<file path="src/rtl/pipeline_hazard_ctrl.sv">
`default_nettype none
// ============================================================================
// Module   : pipeline_hazard_ctrl
// Brief    : Stall/flush controller for the 5-stage MIPS pipeline: load-use
//            detection, mult/div busy tracking, PC/IF-ID gating, ID/EX bubbles.
// Revision : 1.0  initial release
// ============================================================================
module pipeline_hazard_ctrl #(
    parameter int MD_LATENCY = 4,
    parameter int DELAY_SLOT = 1,
    parameter int CNT_W      = 16
) (
    input  logic             clk,
    input  logic             reset,
    input  logic [4:0]       rs_id,
    input  logic [4:0]       rt_id,
    input  logic             uses_rs_id,
    input  logic             uses_rt_id,
    input  logic             memread_ex,
    input  logic [4:0]       wreg_ex,
    input  logic             branch_taken_id,
    input  logic             md_start_id,
    input  logic             hilo_read_id,
    output logic             pc_we,
    output logic             ifid_we,
    output logic             ifid_flush,
    output logic             idex_bubble,
    output logic             md_busy,
    output logic [CNT_W-1:0] stall_cnt
);

    typedef enum logic [0:0] {
        ST_RUN     = 1'b0,
        ST_MD_BUSY = 1'b1
    } state_t;

    localparam logic [3:0]       c_md_latency     = 4'(MD_LATENCY);
    localparam logic             c_flush_on_taken = (DELAY_SLOT == 0);
    localparam logic [CNT_W-1:0] c_cnt_one        = {{(CNT_W-1){1'b0}}, 1'b1};

    state_t           r_state;
    logic [3:0]       r_md_cnt;
    logic [CNT_W-1:0] r_stall_cnt;

    logic w_busy;
    logic w_load_use;
    logic w_md_haz;
    logic w_stall;

    assign w_busy = (r_state == ST_MD_BUSY);

    // $0 is hardwired, so a load targeting it can never feed a consumer.
    assign w_load_use = memread_ex && (wreg_ex != 5'd0) &&
                        ((uses_rs_id && (rs_id == wreg_ex)) ||
                         (uses_rt_id && (rt_id == wreg_ex)));
    assign w_md_haz   = w_busy && (hilo_read_id || md_start_id);
    assign w_stall    = w_load_use || w_md_haz;

    always_ff @(posedge clk) begin
        if (reset) begin
            r_state     <= ST_RUN;
            r_md_cnt    <= 4'd0;
            r_stall_cnt <= '0;
        end else begin
            case (r_state)
                ST_RUN: begin
                    if (md_start_id && !w_stall) begin
                        r_state  <= ST_MD_BUSY;
                        r_md_cnt <= c_md_latency;
                    end
                end
                ST_MD_BUSY: begin
                    // A start seen in the last busy cycle is stalled and
                    // launches from RUN on the following cycle.
                    r_md_cnt <= r_md_cnt - 4'd1;
                    if (r_md_cnt == 4'd1) begin
                        r_state <= ST_RUN;
                    end
                end
                default: begin
                    r_state  <= ST_RUN;
                    r_md_cnt <= 4'd0;
                end
            endcase

            if (w_stall && (r_stall_cnt != '1)) begin
                r_stall_cnt <= r_stall_cnt + c_cnt_one;
            end
        end
    end

    // Stall outranks a taken branch: its operands may still be stale.
    always_comb begin
        pc_we       = 1'b1;
        ifid_we     = 1'b1;
        ifid_flush  = 1'b0;
        idex_bubble = 1'b0;
        if (reset) begin
            pc_we       = 1'b0;
            ifid_we     = 1'b0;
            ifid_flush  = 1'b1;
            idex_bubble = 1'b1;
        end else if (w_stall) begin
            pc_we       = 1'b0;
            ifid_we     = 1'b0;
            idex_bubble = 1'b1;
        end else begin
            ifid_flush  = branch_taken_id && c_flush_on_taken;
        end
    end

    assign md_busy   = w_busy && !reset;
    assign stall_cnt = r_stall_cnt;

endmodule
`default_nettype wire

</file>
<file path="config.mk">
export PLATFORM = sky130hd
export DESIGN_NAME = pipeline_hazard_ctrl
export DESIGN_NICKNAME = d
export VERILOG_FILES = /design/src/rtl/pipeline_hazard_ctrl.sv
export SDC_FILE = /design/constraint.sdc
export NUM_CORES = 1
export LEC_CHECK = 0
export ABC_AREA = 1
export CAP_MARGIN = 20
export CORE_UTILIZATION = 47
export DETAILED_ROUTE_END_ITERATION = 10
export HOLD_SLACK_MARGIN = 0.12
export PLACE_DENSITY_LB_ADDON = 0.08
export RECOVER_POWER = 100
export SYNTH_ARGS = -nofsm -noshare
export SYNTH_HDL_FRONTEND = slang
export SYNTH_SLANG_ARGS = --single-unit
</file>
<file path="constraint.sdc">
create_clock -name clk -period 2.06 [get_ports clk]
set_input_delay 0.309 -clock clk [delete_from_list [all_inputs] [get_ports clk]]
set_output_delay 0.309 -clock clk [all_outputs]
set_load 0.1 [all_outputs]
</file>
==> impl_metrics.env, run 1 <==
export IMPL_grt_max_degree=19
export IMPL_synth_ff_type="dfxtp_1"
export IMPL_hold_viol=0
export IMPL_drc=0
export IMPL_routabilityCongestion=0.870
export IMPL_die_area_um2=3420
export IMPL_grt_pass1_vias=1308
export IMPL_powerDensity_nw_per_um2=452
export IMPL_clkLatencyLatePin_ps=310
export IMPL_synth_edf_count=0
export IMPL_critPathArrivalTime_ps=1610
export IMPL_dr_total_vias=1591
export IMPL_die_width_um=58.5
export IMPL_clockBufferDepth=2
export IMPL_die_h_um=58.5
export IMPL_wirelength_um=3340
export IMPL_skew_ps=4.96
export IMPL_tritoncts="done"
export IMPL_clock_fmax_mhz=520
export IMPL_synth_seq_cells=21
export IMPL_p_leak_nw=0.891
export IMPL_max_slew_margin_pct=63.6
export IMPL_drtIter0Drc=69
export IMPL_pwr_share_clk_pct=22.3
export IMPL_period_needed_ps=1920
export IMPL_max_cap_violations=0
export IMPL_start_util_pct=49.2
export IMPL_syn_inst=233
export IMPL_drv_slew=0
export IMPL_antenna_found_initial=0
export IMPL_min_path_type="reg2reg"
export IMPL_syn_area_per_cell_um2=6.44
export IMPL_cts_setup_buffers=0
export IMPL_clock_sinks=21
export IMPL_yosysMostFrequentCell="nand2_1"
export IMPL_worstMarginPinSlew_ps=548
export IMPL_overflow=0
export IMPL_ios=44
export IMPL_ys_types=27
export IMPL_synth_nets=259
export IMPL_async_flop_share_pct=0
export IMPL_num_rows=20
export IMPL_area_growth_pct=37.3
export IMPL_cts_max_level=1
export IMPL_finalCritPeriodShare_pct=93.3
export IMPL_drive_gt1_share_pct=29.6
export IMPL_synth_top_cells_by_area="dfxtp_1 28%, nand2_1 16%, nand3_1 9.7%, xor2_1 7.0%, inv_1 6.8%"
export IMPL_synthTopCellsByCount="65 x nand2_1, 29 x nand3_1, 27 x inv_1, 23 x nor2_1, 21 x dfxtp_1"
export IMPL_syn_area_um2=1500
export IMPL_grt_usage_pct=20.9
export IMPL_worstSetupEndpointType="output port"
export IMPL_power_frac_seq_pct=46.1
export IMPL_dp_hpwl_um=2600
export IMPL_p_int_w=0.000597
export IMPL_swShare_pct=35.9
export IMPL_ant_nets=0
export IMPL_root_buffer="clkbuf_4"
export IMPL_fin_setup_tns_ps=0
export IMPL_status="completed"
export IMPL_critPathLaunchType="input pin"
export IMPL_core_area_um2=3050
export IMPL_avgViaCountPerCell=4.91
export IMPL_n_antenna_cell=0
export IMPL_p_sw_w=0.000335
export IMPL_clkTransAtPathRegs_ps=120
export IMPL_synth_area_leader_cell="dfxtp_1"
export IMPL_num_fill_cells=286
export IMPL_ir_worst_vdd_mv=0.357
export IMPL_grt_pass1_wl_um=5650
export IMPL_synth_top_cell_area_share_pct=28.0
export IMPL_wire_per_inst_um=10.3
export IMPL_dp_cells=320
export IMPL_final_util_pct=67.5
export IMPL_fin_nets=307
export IMPL_ctsHoldBuffers=0
export IMPL_rsz0062_at_grt="false"
export IMPL_combPwrFrac_pct=31.7
export IMPL_numCtsBuffers=3
export IMPL_crit_path_max_fanout=3
export IMPL_final_cells=324
export IMPL_finish_instance_area_um2=2060
export IMPL_yosysWarnings=0
export IMPL_worst_setup_path_type="in2out"
export IMPL_cp_required_ps=1750
export IMPL_drt_pre_antenna_iters=4
export IMPL_seq_area_frac_synth_pct=28.0
export IMPL_holdWs_ps=493
export IMPL_place_area_um2=2130
export IMPL_setup_viol=0
export IMPL_io_buffer_count=42
routing by layer:
metal	global-route usage, %	wire length [um]	vias to the layer above
li1	-	-	839
met1	30.3	1700	701
met2	32.8	1430	46
met3	1.98	168	5
met4	6.12	37	0
met5	0	0	-
power by group through the flow:
stage / sequential, W / clock (W) / combinational [W]
3_3_place_gp: 0.000438 / 0 / 0.000315
2_1_floorplan: 0.000460 / 0 / 0.000172
6_report: 0.000429 / 0.000208 / 0.000295
4_1_cts: 0.000429 / 0.000209 / 0.000313
5_1_grt: 0.000432 / 0.000221 / 0.000319
3_5_place_dp: 0.000438 / 0 / 0.000319
timing repair:
item	in CTS	in global routing
cloned	0	0
hold endpoints to repair	0	0
setup endpoints to repair	3	3
pin swaps	1	4
gates resized for setup	13	9
worst paths after layout:
kind | endpoint | startpoint | cells after the start | slack [ps]
worst max-delay path | pc_we | wreg_ex[3] | 13 | 140
worst min-delay path | r_md_cnt[3]$_SDFFE_PP0P_ | r_md_cnt[3]$_SDFFE_PP0P_ | 2 | 490
worst max register to register | stall_cnt[4]$_SDFFE_PP0P_ | stall_cnt[0]$_SDFFE_PP0P_ | 9 | 210
worst min register to register | r_md_cnt[3]$_SDFFE_PP0P_ | r_md_cnt[3]$_SDFFE_PP0P_ | 2 | 490
cell usage in the layout (no fill, tap or decap), types with 6 or more instances in the layout:
cell,count
nand2_1,60
clkbuf_2,20
a21oi_1,14
dfxtp_1,7
dlygate4sd2_1,9
dfxtp_2,13
inv_4,6
nand2_2,7
nand3_1,29
xor2_1,12
nor2_1,22
inv_1,15
area by class of cell:
cell class	count	area [um2]	share of cell area [%]
Tap cell	44	55.1	2.67
Inverter	30	184	8.92
Clock buffer	3	22.5	1.09
Multi-Input combinational cell	175	931	45.1
Timing Repair Buffer	50	424	20.6
Sequential cell	21	440	21.4
Clock inverter	1	5.00	0.243
logic make-up (layout without fill, tap and decap cells):
kind of cell / count (synthesis) / count (layout) / synth area share, %
XOR/XNOR: 14 / 14 / 8.17
AND/OR/NAND/NOR: 134 / 134 / 40.4
flip-flops: 21 / 21 / 28.0
adder cells (fa/ha/maj): 3 / 3 / 2.50
AO/OA/AOI/OAI: 24 / 24 / 10.5
buffers and inverters: 37 / 84 / 10.4
per-stage QoR:
stage               power, W  worst slack, ps
floorplan           0.000631             -352
global placement    0.000754             -123
detailed placement  0.000757             -136
CTS                 0.000952             1.75
global route        0.000972             18.9
finish              0.000932              138
registers in the layout, indices dropped and copies added (netlist names):
register,count
stall_cnt,16
r_md_cnt,4
r_state,1
worst max-delay path, stage by stage:
cell and delay (ps):
clkdlybuf4s15_1 200, buf_6 140, inv_12 40, nand2_2 40, nand2_1 50, nor2_1 40, nand3_1 70, nand2_1 70
nand2_2 90, nand2_4 60, nor2_4 180, buf_6 120, buf_8 180
Note: power is estimated with default switching activity, not from simulation.
==> inputs of run 2 (changes only) <==
==> constraint.sdc (replaced) <==
create_clock -name clk -period 2.06 [get_ports clk]
set_input_delay 0.309 -clock clk [delete_from_list [all_inputs] [get_ports clk]]
set_output_delay 0.309 -clock clk [all_outputs]
set_load 0.005 [all_outputs]
==> run 2 against run 1 <==
Compared with the run above:
- sequential cell count unchanged
- utilization decreased by 1.1 points
- setup slack got worse by 37 ps
- critical path type unchanged
- largest cell class unchanged
- highest routed layer unchanged
==> impl_metrics.env, run 2 (synthesis results as in run 1) <==
export IMPL_finalCritPeriodShare_pct=95.1
export IMPL_p_int_w=0.000577
export IMPL_p_leak_nw=0.889
export IMPL_area_growth_pct=35.1
export IMPL_clock_fmax_mhz=510
export IMPL_worstSetupEndpointType="output port"
export IMPL_final_common_cell="nand2_1"
export IMPL_n_antenna_cell=0
export IMPL_reg2reg_from="stall_cnt[1]$_SDFFE_PP0P_"
export IMPL_clkTransAtPathRegs_ps=110
export IMPL_hold_viol=0
export IMPL_power_w=0.000811
export IMPL_crit_path_max_fanout=4
export IMPL_ir_worst_vdd_mv=0.339
export IMPL_ios=44
export IMPL_overflow=0
export IMPL_period_needed_ps=1960
export IMPL_root_buffer="clkbuf_4"
export IMPL_die_area_um2=3420
export IMPL_ant_nets=0
export IMPL_tritoncts="done"
export IMPL_power_frac_seq_pct=52.7
export IMPL_powerDensity_nw_per_um2=400
export IMPL_hold_depth=2
export IMPL_min_path_type="reg2reg"
export IMPL_fin_nets=309
export IMPL_max_slew_margin_pct=74.7
export IMPL_largest_reg_flops=16
export IMPL_final_cell_mix="64 x nand2_1, 29 x nand3_1, 26 x inv_1, 22 x nor2_1, 21 x dfxtp_1"
export IMPL_rr_endpoint="stall_cnt[4]$_SDFFE_PP0P_"
export IMPL_status="completed"
export IMPL_skew_ps=11.2
export IMPL_crit_path_cell_trace="dlygate4sd3_1, nor2_1, dlygate4sd3_1"
export IMPL_min_from="r_md_cnt[3]$_SDFFE_PP0P_"
export IMPL_num_rows=20
export IMPL_wire_per_inst_um=10.2
export IMPL_drt_pre_antenna_iters=4
export IMPL_grt_usage_pct=20.8
export IMPL_num_fill_cells=295
export IMPL_p_sw_w=0.000234
export IMPL_clkLatencyLatePin_ps=310
export IMPL_worstMarginPinSlew_ps=380
export IMPL_holdPathEnd="r_md_cnt[3]$_SDFFE_PP0P_"
export IMPL_pwr_share_clk_pct=25.1
export IMPL_die_h_um=58.5
export IMPL_grt_pass1_vias=1300
export IMPL_swShare_pct=28.9
export IMPL_avgViaCountPerCell=4.86
export IMPL_grt_pass1_wl_um=5650
export IMPL_max_stage_delay_ps=610
export IMPL_critPathLaunchType="input pin"
export IMPL_setup_viol=0
export IMPL_numCtsBuffers=3
export IMPL_drive_gt1_share_pct=11.7
export IMPL_fin_setup_tns_ps=0
export IMPL_clock_sinks=21
export IMPL_cts_max_level=1
export IMPL_dp_hpwl_um=2560
export IMPL_max_cap_violations=0
export IMPL_antenna_found_initial=0
export IMPL_cp_required_ps=1750
export IMPL_worst_setup_path_type="in2out"
export IMPL_combPwrFrac_pct=22.2
export IMPL_die_width_um=58.5
export IMPL_io_buffer_count=42
export IMPL_drc=0
export IMPL_routabilityCongestion=0.898
export IMPL_drtIter0Drc=59
export IMPL_drv_slew=0
export IMPL_clockBufferDepth=2
export IMPL_core_area_um2=3050
export IMPL_start_util_pct=49.2
export IMPL_dr_total_vias=1584
export IMPL_wirelength_um=3320
export IMPL_grt_max_degree=19
export IMPL_cp_slowest_cell="dlygate4sd3_1"
export IMPL_reg2reg_slack_ps=450
export IMPL_ff2ff_path_depth=9
export IMPL_critPathArrivalTime_ps=1650
export IMPL_crit_top_cell="dlygate4sd3_1"
==> run 2: changes by cell type in the layout (fill, tap and decap cells not counted), sizes merged <==
cell,delta
dlymetal6s2s,+1
dlygate4sd3,+14
clkbuf,-14
dlygate4sd2,-6
clkinvlp,-1
clkdlybuf4s15,-1
inv,+1
buf,-5
clkdlybuf4s50,+13
==> run 2: worst max path at each step <==
stage | end | startpoint | slack [ps]
after detailed placement | idex_bubble | wreg_ex[4] | -260
after global placement | ifid_we | wreg_ex[0] | -240
after floorplan | stall_cnt[0]$_SDFFE_PP0P_ | stall_cnt[0]$_SDFFE_PP0P_ | 410
after global routing | pc_we | rt_id[3] | -7
final | md_busy | reset | 100
after CTS | idex_bubble | wreg_ex[0] | 30
==> run 2: critical path, delay by kind of cell <==
| kind | cells | cell delay, ps |
|---|---|---|
| buf+inv | 2 | 1190 |
| simple gates | 1 | 150 |
==> run 2: power by group through the flow <==
stage               sequential (W)  combinational, W  clock, W
floorplan                 0.000437          0.000100         0
global placement          0.000436          0.000187         0
detailed placement        0.000436          0.000187         0
CTS                       0.000427          0.000186  0.000216
global route              0.000429          0.000202  0.000225
finish                    0.000427          0.000180  0.000204
==> run 2: routing by layer <==
layer	vias to the layer above	share of wire (%)	global-route usage [%]
li1	837	-	-
met1	697	51	29.2
met2	43	42	32.7
met3	7	5.5	3.30
met4	0	1.4	6.80
met5	-	0	0
==> run 2: what timing repair did <==
action | 4_1_cts | 5_1_grt
gates cloned | 0 | 0
pin swaps | 0 | 1
hold buffers | 0 | 0
buffers inserted | 0 | 0
resized for setup | 6 | 10
endpoints found under the setup margin | 3 | 3
==> run 2: layout make-up <==
type / instances / area [um2] / share of cell area, %
multi-input combinational: 175 / 928 / 45.8
sequential: 21 / 420 / 20.7
clock buffer: 3 / 22.5 / 1.11
inverter: 30 / 113 / 5.55
timing repair buffer: 52 / 484 / 23.9
tap: 44 / 55.1 / 2.71
clock inverter: 1 / 5.00 / 0.247
==> run 2: metrics by stage <==
stage                     area (um2)  hold slack (ps)  setup slack (ps)  util [%]  instances
after floorplan                 1500              454               408         -        233
after global placement          2010              473              -235      65.8        322
after detailed placement        2010              479              -265      65.8        322
after CTS                       2040              497              29.3      66.8        326
after global routing            2030              523             -6.76      66.4        326
final                           2030              489               101      66.4        326
==> inputs of run 3 (changes only) <==
- CORE_MARGIN: not set -> 1
==> results of run 3 <==
Final layout, timing and power as in run 2 (identical DEF).
